==> src/rtl/lap_recorder.sv <==
// Lap recorder: captures stopwatch lap times into a circular buffer and
// muxes live or held/recalled time onto the display. Optional macro: LAP_SPLIT_EN.
module lap_recorder #(
  parameter int DEPTH       = 8,
  parameter int PTR_W       = 3,
  parameter int HOLD_CYCLES = 100000000
) (
  input  logic             clock,
  input  logic             reset,
  input  logic             run,
  input  logic             lap,
  input  logic             clear,
  input  logic [5:0]       hour_in,
  input  logic [5:0]       minute_in,
  input  logic [5:0]       second_in,
  input  logic [6:0]       m_sec_in,
  output logic [5:0]       hour_out,
  output logic [5:0]       minute_out,
  output logic [5:0]       second_out,
  output logic [6:0]       m_sec_out,
  output logic [PTR_W:0]   lap_count,
  output logic [PTR_W:0]   lap_index,
  output logic             showing_lap,
  output logic             overflow
);

  localparam int CNT_W   = PTR_W + 1;
  localparam int TIMER_W = (HOLD_CYCLES > 1) ? $clog2(HOLD_CYCLES) : 1;

  typedef enum logic [1:0] {LIVE, HOLD, RECALL} state_t;

  state_t               state_reg;
  logic [PTR_W-1:0]     wp_reg;
  logic [CNT_W-1:0]     count_reg;
  logic [CNT_W-1:0]     idx_reg;
  logic                 overflow_reg;
  logic [TIMER_W-1:0]   timer_reg;
  logic [24:0]          disp_reg;
  logic                 showing_reg;
  logic                 lap_prev_reg;
  logic                 clear_prev_reg;
  logic [24:0]          mem [DEPTH];

  logic                 lap_rise;
  logic                 clear_rise;
  logic [24:0]          live_word;
  logic                 capture_req;
  logic                 commit;
  logic [24:0]          commit_word;
  logic                 buffer_full;
  logic [CNT_W-1:0]     next_idx;
  logic [PTR_W-1:0]     rd_addr;

  assign lap_rise    = lap & ~lap_prev_reg;
  assign clear_rise  = clear & ~clear_prev_reg;
  assign live_word   = {hour_in, minute_in, second_in, m_sec_in};
  assign capture_req = lap_rise & run & ((state_reg == LIVE) || (state_reg == HOLD));
  assign buffer_full = (count_reg == CNT_W'(DEPTH));
  // Index shown after this edge when entering or stepping through RECALL.
  assign next_idx    = (state_reg == RECALL) ? idx_reg + 1'b1 : CNT_W'(1);
  assign rd_addr     = wp_reg - PTR_W'(next_idx);

`ifdef LAP_SPLIT_EN
  logic        pend_reg;
  logic [24:0] split_reg;
  logic [24:0] prev_cap_reg;

  // Mixed-radix a - b: hundredths base 100, seconds/minutes base 60, hours mod 64.
  function automatic logic [24:0] split_diff(input logic [24:0] a, input logic [24:0] b);
    logic       b_ms, b_s, b_m;
    logic [6:0] ms;
    logic [5:0] s, m, h;
    b_ms = a[6:0] < b[6:0];
    ms   = a[6:0] + (b_ms ? 7'd100 : 7'd0) - b[6:0];
    b_s  = {1'b0, a[12:7]} < ({1'b0, b[12:7]} + {6'd0, b_ms});
    s    = a[12:7] + (b_s ? 6'd60 : 6'd0) - b[12:7] - {5'd0, b_ms};
    b_m  = {1'b0, a[18:13]} < ({1'b0, b[18:13]} + {6'd0, b_s});
    m    = a[18:13] + (b_m ? 6'd60 : 6'd0) - b[18:13] - {5'd0, b_s};
    h    = a[24:19] - b[24:19] - {5'd0, b_m};
    return {h, m, s, ms};
  endfunction

  assign commit      = pend_reg;
  assign commit_word = split_reg;
`else
  assign commit      = capture_req;
  assign commit_word = live_word;
`endif

  always_ff @(posedge clock) begin
    if (commit && !clear_rise) begin
      mem[wp_reg] <= commit_word;
    end
  end

  always_ff @(posedge clock) begin
    if (reset) begin
      state_reg      <= LIVE;
      wp_reg         <= '0;
      count_reg      <= '0;
      idx_reg        <= '0;
      overflow_reg   <= 1'b0;
      timer_reg      <= '0;
      disp_reg       <= '0;
      showing_reg    <= 1'b0;
      lap_prev_reg   <= lap;
      clear_prev_reg <= clear;
`ifdef LAP_SPLIT_EN
      pend_reg       <= 1'b0;
      split_reg      <= '0;
      prev_cap_reg   <= '0;
`endif
    end else begin
      lap_prev_reg   <= lap;
      clear_prev_reg <= clear;
`ifdef LAP_SPLIT_EN
      pend_reg <= capture_req & ~clear_rise;
      if (capture_req && !clear_rise) begin
        split_reg    <= split_diff(live_word, prev_cap_reg);
        prev_cap_reg <= live_word;
      end
`endif
      if (clear_rise) begin
        state_reg    <= LIVE;
        wp_reg       <= '0;
        count_reg    <= '0;
        idx_reg      <= '0;
        overflow_reg <= 1'b0;
        timer_reg    <= '0;
        disp_reg     <= live_word;
        showing_reg  <= 1'b0;
`ifdef LAP_SPLIT_EN
        prev_cap_reg <= '0;
`endif
      end else if (commit) begin
        state_reg    <= HOLD;
        wp_reg       <= wp_reg + 1'b1;
        count_reg    <= buffer_full ? count_reg : count_reg + 1'b1;
        overflow_reg <= overflow_reg | buffer_full;
        timer_reg    <= TIMER_W'(HOLD_CYCLES - 1);
        idx_reg      <= CNT_W'(1);
        disp_reg     <= commit_word;
        showing_reg  <= 1'b1;
      end else begin
        case (state_reg)
          LIVE: begin
            if (lap_rise && !run && count_reg != '0) begin
              state_reg   <= RECALL;
              idx_reg     <= next_idx;
              disp_reg    <= mem[rd_addr];
              showing_reg <= 1'b1;
            end else begin
              disp_reg    <= live_word;
            end
          end
          HOLD: begin
            if (timer_reg == '0) begin
              state_reg   <= LIVE;
              idx_reg     <= '0;
              disp_reg    <= live_word;
              showing_reg <= 1'b0;
            end else begin
              timer_reg   <= timer_reg - 1'b1;
            end
          end
          RECALL: begin
            // Stepping past the oldest stored lap drops back to live time.
            if (run || (lap_rise && next_idx > count_reg)) begin
              state_reg   <= LIVE;
              idx_reg     <= '0;
              disp_reg    <= live_word;
              showing_reg <= 1'b0;
            end else if (lap_rise) begin
              idx_reg     <= next_idx;
              disp_reg    <= mem[rd_addr];
            end
          end
          default: begin
            state_reg   <= LIVE;
            idx_reg     <= '0;
            showing_reg <= 1'b0;
          end
        endcase
      end
    end
  end

  assign hour_out    = disp_reg[24:19];
  assign minute_out  = disp_reg[18:13];
  assign second_out  = disp_reg[12:7];
  assign m_sec_out   = disp_reg[6:0];
  assign lap_count   = count_reg;
  assign lap_index   = idx_reg;
  assign showing_lap = showing_reg;
  assign overflow    = overflow_reg;

endmodule

==> config.mk <==
export PLATFORM = sky130hd
export DESIGN_NAME = lap_recorder
export DESIGN_NICKNAME = d
export VERILOG_FILES = /design/src/rtl/lap_recorder.sv
export SDC_FILE = /design/constraint.sdc
export NUM_CORES = 1
export LEC_CHECK = 0
export CAP_MARGIN = 40
export CORE_MARGIN = 2
export CORE_UTILIZATION = 40
export CTS_CLUSTER_SIZE = 8
export DETAILED_ROUTE_END_ITERATION = 10
export PLACE_DENSITY = 0.58
export SLEW_MARGIN = 20
export SYNTH_ARGS = -nofsm -noshare
export SYNTH_HDL_FRONTEND = slang
export SYNTH_SLANG_ARGS = --single-unit
==> constraint.sdc <==
create_clock -name clock -period 4.8 [get_ports clock]
set_input_delay 1.2 -clock clock [delete_from_list [all_inputs] [get_ports clock]]
set_output_delay 1.2 -clock clock [all_outputs]
set_load 0.1 [all_outputs]
==> metrics.yaml, run 1 <==
yosys:
  yosysTopAreaCell: "edfxtp_1"
  synth_area_sq_um: 12100
  ys.flop_type: "edfxtp_1"
  synth_top_area_frac: 0.494
  ys_types: 63
  synth_edf_count: 200
  synth_seq_cells: 269
  synth.net_count: 936
  postSynthAreaPerCell_sq_um: 13.6
  yosysWarnings: 0
  synth_area_leaders: "edfxtp_1 (49%), dfxtp_1 (11%), mux4_2 (9.3%)"
  synthesis.instances: 891
  synthArstFlopShare: 0
  yosysSeqAreaShare: 0.608
die:
  die_height_um: 178
  core_area_sq_um: 29800
  start_util: 0.408
  rows: 63
  dieArea_sq_um: 31800
  io_pins: 65
  die_w_um: 178
sta:
  skew_ns: 0.0176
  fmax_mhz: 284
  tns_ns: 0
  worst_pin_slew_ns: 0.878
  setup_violations: 0
  hold_viol_final: 0
  min_period_over_period: 0.732
  period_needed_ns: 3.52
  relSlewSlack: 0.414
  rsz0062_at_grt: "no"
  slew_viol_final: 0
power:
  p_leak_nw: 5.06
  p_sw_frac: 0.248
  switchingPower_mw: 1.44
  vdd_drop_max_v: 0.000285
  p_per_area_nw_per_um2: 385
  pwr-share-clk: 0.433
  power_frac_comb: 0.122
  seq_power_share: 0.445
  internal_power_mw: 4.36
clock_tree:
  clkTransAtPathRegs_ns: 0.05
  htreeDepth: 2
  clk_path_buf_depth: 3
  holdBufCountCts: 0
  cts_sinks: 269
  numCtsBuffers: 39
  cts_setup_buffers: 0
  clk_latency_ns: 0.51
  tritoncts: "done"
  cts-root-buf: "clkbuf_16"
  ctsResizeCount: 0
worst_setup_path:
  worstPathRequired_ns: 5.20
  cp-start-kind: "register"
  crit_path_end_kind: "register"
  worstSetupPathType: "reg -> reg"
  arrival_ns: 3.92
  critPathMaxFanout: 30
run_status:
  outcome: "complete, no violations"
drt:
  drc: 0
  first_pass_iters: 5
  antenna_left: 0
  wl_per_cell_um: 21.7
  vias_per_cell: 5.81
  wl_um: 30500
  num_vias: 8173
  drtIter0Drc: 701
final_layout:
  design_area_sq_um: 15100
  layout_commonest_cell: "edfxtp_1"
  areaGrowthSynthToFinish_pct: 24.1
  antenna_cells: 0
  final_layout_size_suffix_gt1_frac: 0.189
  fin_nets: 1034
  largest_reg_flops: 200
  layout_common_cells: "edfxtp_1 (200), dfxtp_1 (69), nand2_1 (64), clkdlybuf4s50_1 (64), nor2_1 (57)"
job:
  drv_cap: 0
worst_hold_path:
  hp-class: "reg -> reg"
grt:
  grt_max_degree: 76
  overflow: 0
  grt_usage: 0.199
  grt_pass1_vias: 8254
  antenna_found_initial: 0
  grt_pass1_wl_um: 48500
placement:
  io_buffers: 64
  dp_hpwl_um: 18200
  dpl_cell_area_sq_um: 13900
  gp_congestion: 0.749
per-stage QoR:
| step | instances | power (mW) | utilization | setup slack (ns) | hold slack [ns] |
|---|---|---|---|---|---|
| after floorplan | 891 | 3.05 | - | 0.525 | 0.449 |
| after global placement | 1302 | 3.24 | 0.448 | 1.07 | 0.456 |
| after detailed placement | 1338 | 3.33 | 0.468 | 1.04 | 0.469 |
| after CTS | 1407 | 5.87 | 0.506 | 1.30 | 0.483 |
| after global routing | 1407 | 6.02 | 0.506 | 1.08 | 0.508 |
| final | 1407 | 5.81 | 0.506 | 1.28 | 0.480 |
logic make-up (layout without fill, tap and decap cells):
group,count (synthesis),count (layout),synth area share
xor gates and xnor gates,22,22,0.0159
buffers and inverters,93,219,0.0324
muxes,51,51,0.0935
adders and majority gates,15,15,0.0161
DFF,269,269,0.608
AOI/OAI and AO/OA,205,205,0.130
and+or+nand+nor,236,236,0.104
worst max-delay path, cell delays in order, from the launching register on:
cell and delay, ns:
dfxtp_1 0.37, ha_1 0.23, xnor2_1 0.32, nor2_1 0.12
ha_1 0.33, and4b_1 0.25, a2111oi_4 0.32, buf_4 0.44
o211a_1 0.19, buf_4 0.35, o221ai_1 0.17, a311oi_1 0.30
final cells by class:
type | count | area, sq um
Inverter | 20 | 75.1
Multi-Input combinational cell | 529 | 4480
Sequential cell | 269 | 7390
Clock buffer | 67 | 1110
Fill cell | 2575 | 14700
Tap cell | 390 | 488
Timing Repair Buffer | 130 | 1510
Clock inverter | 2 | 25.0
synth_stat cells (all sizes together), types with 4 or more instances:
library cell  instances
a211oi               56
xor2                  6
or4                   6
nor3                 10
dfxtp                69
nand4                 6
inv                  20
o31ai                 7
nand3                 5
buf                  22
o21ai                 7
nor2                 64
and3                 25
or3                   5
edfxtp              200
a21boi               25
nor4                 30
nand2                64
ha                   14
clkbuf               51
xnor2                16
a2111oi               4
a21oi                23
a41o                  4
mux4                 50
a311oi               30
a31oi                 5
o221ai               25
power by group through the flow:
stage | Sequential, mW | Clock (mW) | Combinational, mW
after floorplan | 2.78 | 0 | 0.269
after global placement | 2.63 | 0 | 0.616
after detailed placement | 2.63 | 0 | 0.707
after CTS | 2.58 | 2.58 | 0.708
after global routing | 2.58 | 2.69 | 0.752
final | 2.58 | 2.52 | 0.707
metal layers:
layer,GRT usage,routed length [um]
met1,0.270,13200
met2,0.332,15000
met3,0.0292,1680
met4,0.0576,592
met5,0,0
path summary, 6_finish.rpt:
kind | slack [ns] | to | cells after the start | startpoint
worst min-delay path | 0.48 | timer_reg[26] | 2 | timer_reg[26]
worst max register to register | 1.28 | disp_reg[3] | 11 | lap_index[0]
worst max-delay path | 1.28 | disp_reg[3] | 11 | lap_index[0]
worst min register to register | 0.48 | timer_reg[26] | 2 | timer_reg[26]
(Power assumes the default switching activity.)
==> run 2, diff against run 1 <==
--- a/config.mk
+++ b/config.mk
@@ -10,7 +10,7 @@
 export CORE_UTILIZATION = 40
 export CTS_CLUSTER_SIZE = 8
 export DETAILED_ROUTE_END_ITERATION = 10
-export PLACE_DENSITY = 0.58
+export PLACE_DENSITY = 0.6
 export SLEW_MARGIN = 20
 export SYNTH_ARGS = -nofsm -noshare
 export SYNTH_HDL_FRONTEND = slang
==> constraint.sdc (replaced) <==
create_clock -name clock -period 3.22 [get_ports clock]
set_input_delay 0.805 -clock clock [delete_from_list [all_inputs] [get_ports clock]]
set_output_delay 0.805 -clock clock [all_outputs]
set_load 0.1 [all_outputs]
==> metrics.yaml, run 2 (synthesized netlist as in run 1, its figures left out) <==
final_layout:
  nFillCells: 2587
  antenna_cells: 0
  final_layout_size_suffix_gt1_frac: 0.216
  fin_nets: 1021
  seq_area_sq_um: 7390
  largest_reg_flops: 200
  layout_common_cells: "edfxtp_1 (200), buf_4 (76), dfxtp_1 (66)"
  final_util: 0.491
  multi_input_area_sq_um: 4470
  stdcell_count: 1393
  layout_commonest_cell: "edfxtp_1"
  areaGrowthSynthToFinish_pct: 20.5
clock_tree:
  numCtsBuffers: 39
  clkTransAtPathRegs_ns: 0.06
  clk_path_buf_depth: 3
  tritoncts: "done"
  cts-root-buf: "clkbuf_16"
  cts_sinks: 269
  htreeDepth: 2
  clk_latency_ns: 0.52
drt:
  drtIter0Drc: 589
  first_pass_iters: 5
  wl_um: 30100
  antenna_left: 0
  drc: 0
  num_vias: 8162
  vias_per_cell: 5.86
  wl_per_cell_um: 21.6
job:
  drv_cap: 0
sta:
  setup_violations: 0
  period_needed_ns: 2.99
  relSlewSlack: 0.604
  tns_ns: 0
  min_period_over_period: 0.928
  fmax_mhz: 335
  worst_pin_slew_ns: 0.589
  skew_ns: 0.0142
  slew_viol_final: 0
  hold_viol_final: 0
  rsz0062_at_grt: "no"
worst_hold_path:
  hp-class: "reg -> reg"
  hold_start: "overflow"
  holdPathStages: 2
  holdPathEnd: "overflow"
die:
  rows: 63
  io_pins: 65
  die_height_um: 178
  dieArea_sq_um: 31800
  core_area_sq_um: 29800
  die_w_um: 178
  start_util: 0.408
worst_setup_path:
  regToRegEndpoint: "disp_reg[13]"
  r2r_slack_ns: 0.23
  cp_slowest_stage_delay_ns: 0.44
  cp-start-kind: "register"
  worstPathCellList: "inv_1 > ha_1 > inv_1 > nor2_1 > ha_1 > and4b_1 > a2111oi_4 > o211a_1 > buf_12 > o221ai_1 > a311oi_1"
  critPathTopFamily: "compound AO/OA/AOI/OAI gates"
  r2r_start: "state_reg[0]"
  crit_path_end_kind: "register"
  crit_slowest_cell: "a2111oi_4"
  worstPathRequired_ns: 3.64
  critPathMaxFanout: 25
  arrival_ns: 3.41
  r2r.worst_path.cells: 11
  cp_num_buf_inv: 3
  worstSetupPathType: "reg -> reg"
placement:
  gp_congestion: 0.798
  io_buffers: 64
  dp_hpwl_um: 18700
  dpl.cell_count: 1325
grt:
  grt_usage: 0.192
  grt_pass1_vias: 8184
  grt_max_degree: 76
  antenna_found_initial: 0
  grt_pass1_wl_um: 46500
  overflow: 0
run_status:
  outcome: "complete, no violations"
power:
  p_leak_nw: 4.96
  p_per_area_nw_per_um2: 581
  vdd_drop_max_v: 0.000405
[run 2: worst max path at each step]
stage,start,endpoint,slack [ns],depth (start not counted)
after floorplan,lap,mem[6][0],0.002,5
after global routing,state_reg[0],disp_reg[12],0.03,11
after CTS,lap_index[0],showing_lap,0.11,10
final,state_reg[0],disp_reg[13],0.23,11
after global placement,lap_index[0],showing_lap,0.18,10
after detailed placement,lap_index[0],showing_lap,0.15,10
[run 2: final cells by class]
type,count,share of cell area
inverter,20,0.00513
clock buffer,66,0.0750
clock inverter,2,0.00171
sequential,269,0.505
tap,390,0.0333
timing repair buffer,117,0.0746
multi-input combinational,529,0.305
[run 2: power breakdown]
part	total (mW)	internal, mW	switching [mW]
logic	0.933	0.292	0.641
clock network	3.72	2.30	1.42
registers	3.85	3.79	0.0595
[run 2: metrics by stage]
step | setup WS [ns] | hold slack, ns | total power [mW] | area, sq um
6_report | 0.233 | 0.469 | 8.51 | 14600
5_1_grt | 0.0268 | 0.499 | 8.79 | 14600
4_1_cts | 0.111 | 0.473 | 8.59 | 14600
3_5_place_dp | 0.149 | 0.460 | 4.85 | 13500
3_3_place_gp | 0.182 | 0.459 | 4.84 | 13500
2_1_floorplan | 0.00246 | 0.449 | 4.55 | 12200
[run 2: metal layers]
| layer | track usage | wire (um) |
|---|---|---|
| met2 | 0.317 | 14600 |
| met3 | 0.0281 | 1520 |
| met4 | 0.0745 | 935 |
| met1 | 0.259 | 13100 |
| met5 | 0 | 0 |
[run 2: worst min-delay path, cell delays in order (launching register included)]
cell and delay (ns):
dfxtp_1 0.33, a21oi_1 0.04, nor2_1 0.07
[run 2: timing repair]
item	in CTS	in global routing
gates resized for setup	0	3
hold buffers	0	0
setup endpoints to repair	0	2
buffers inserted	0	0
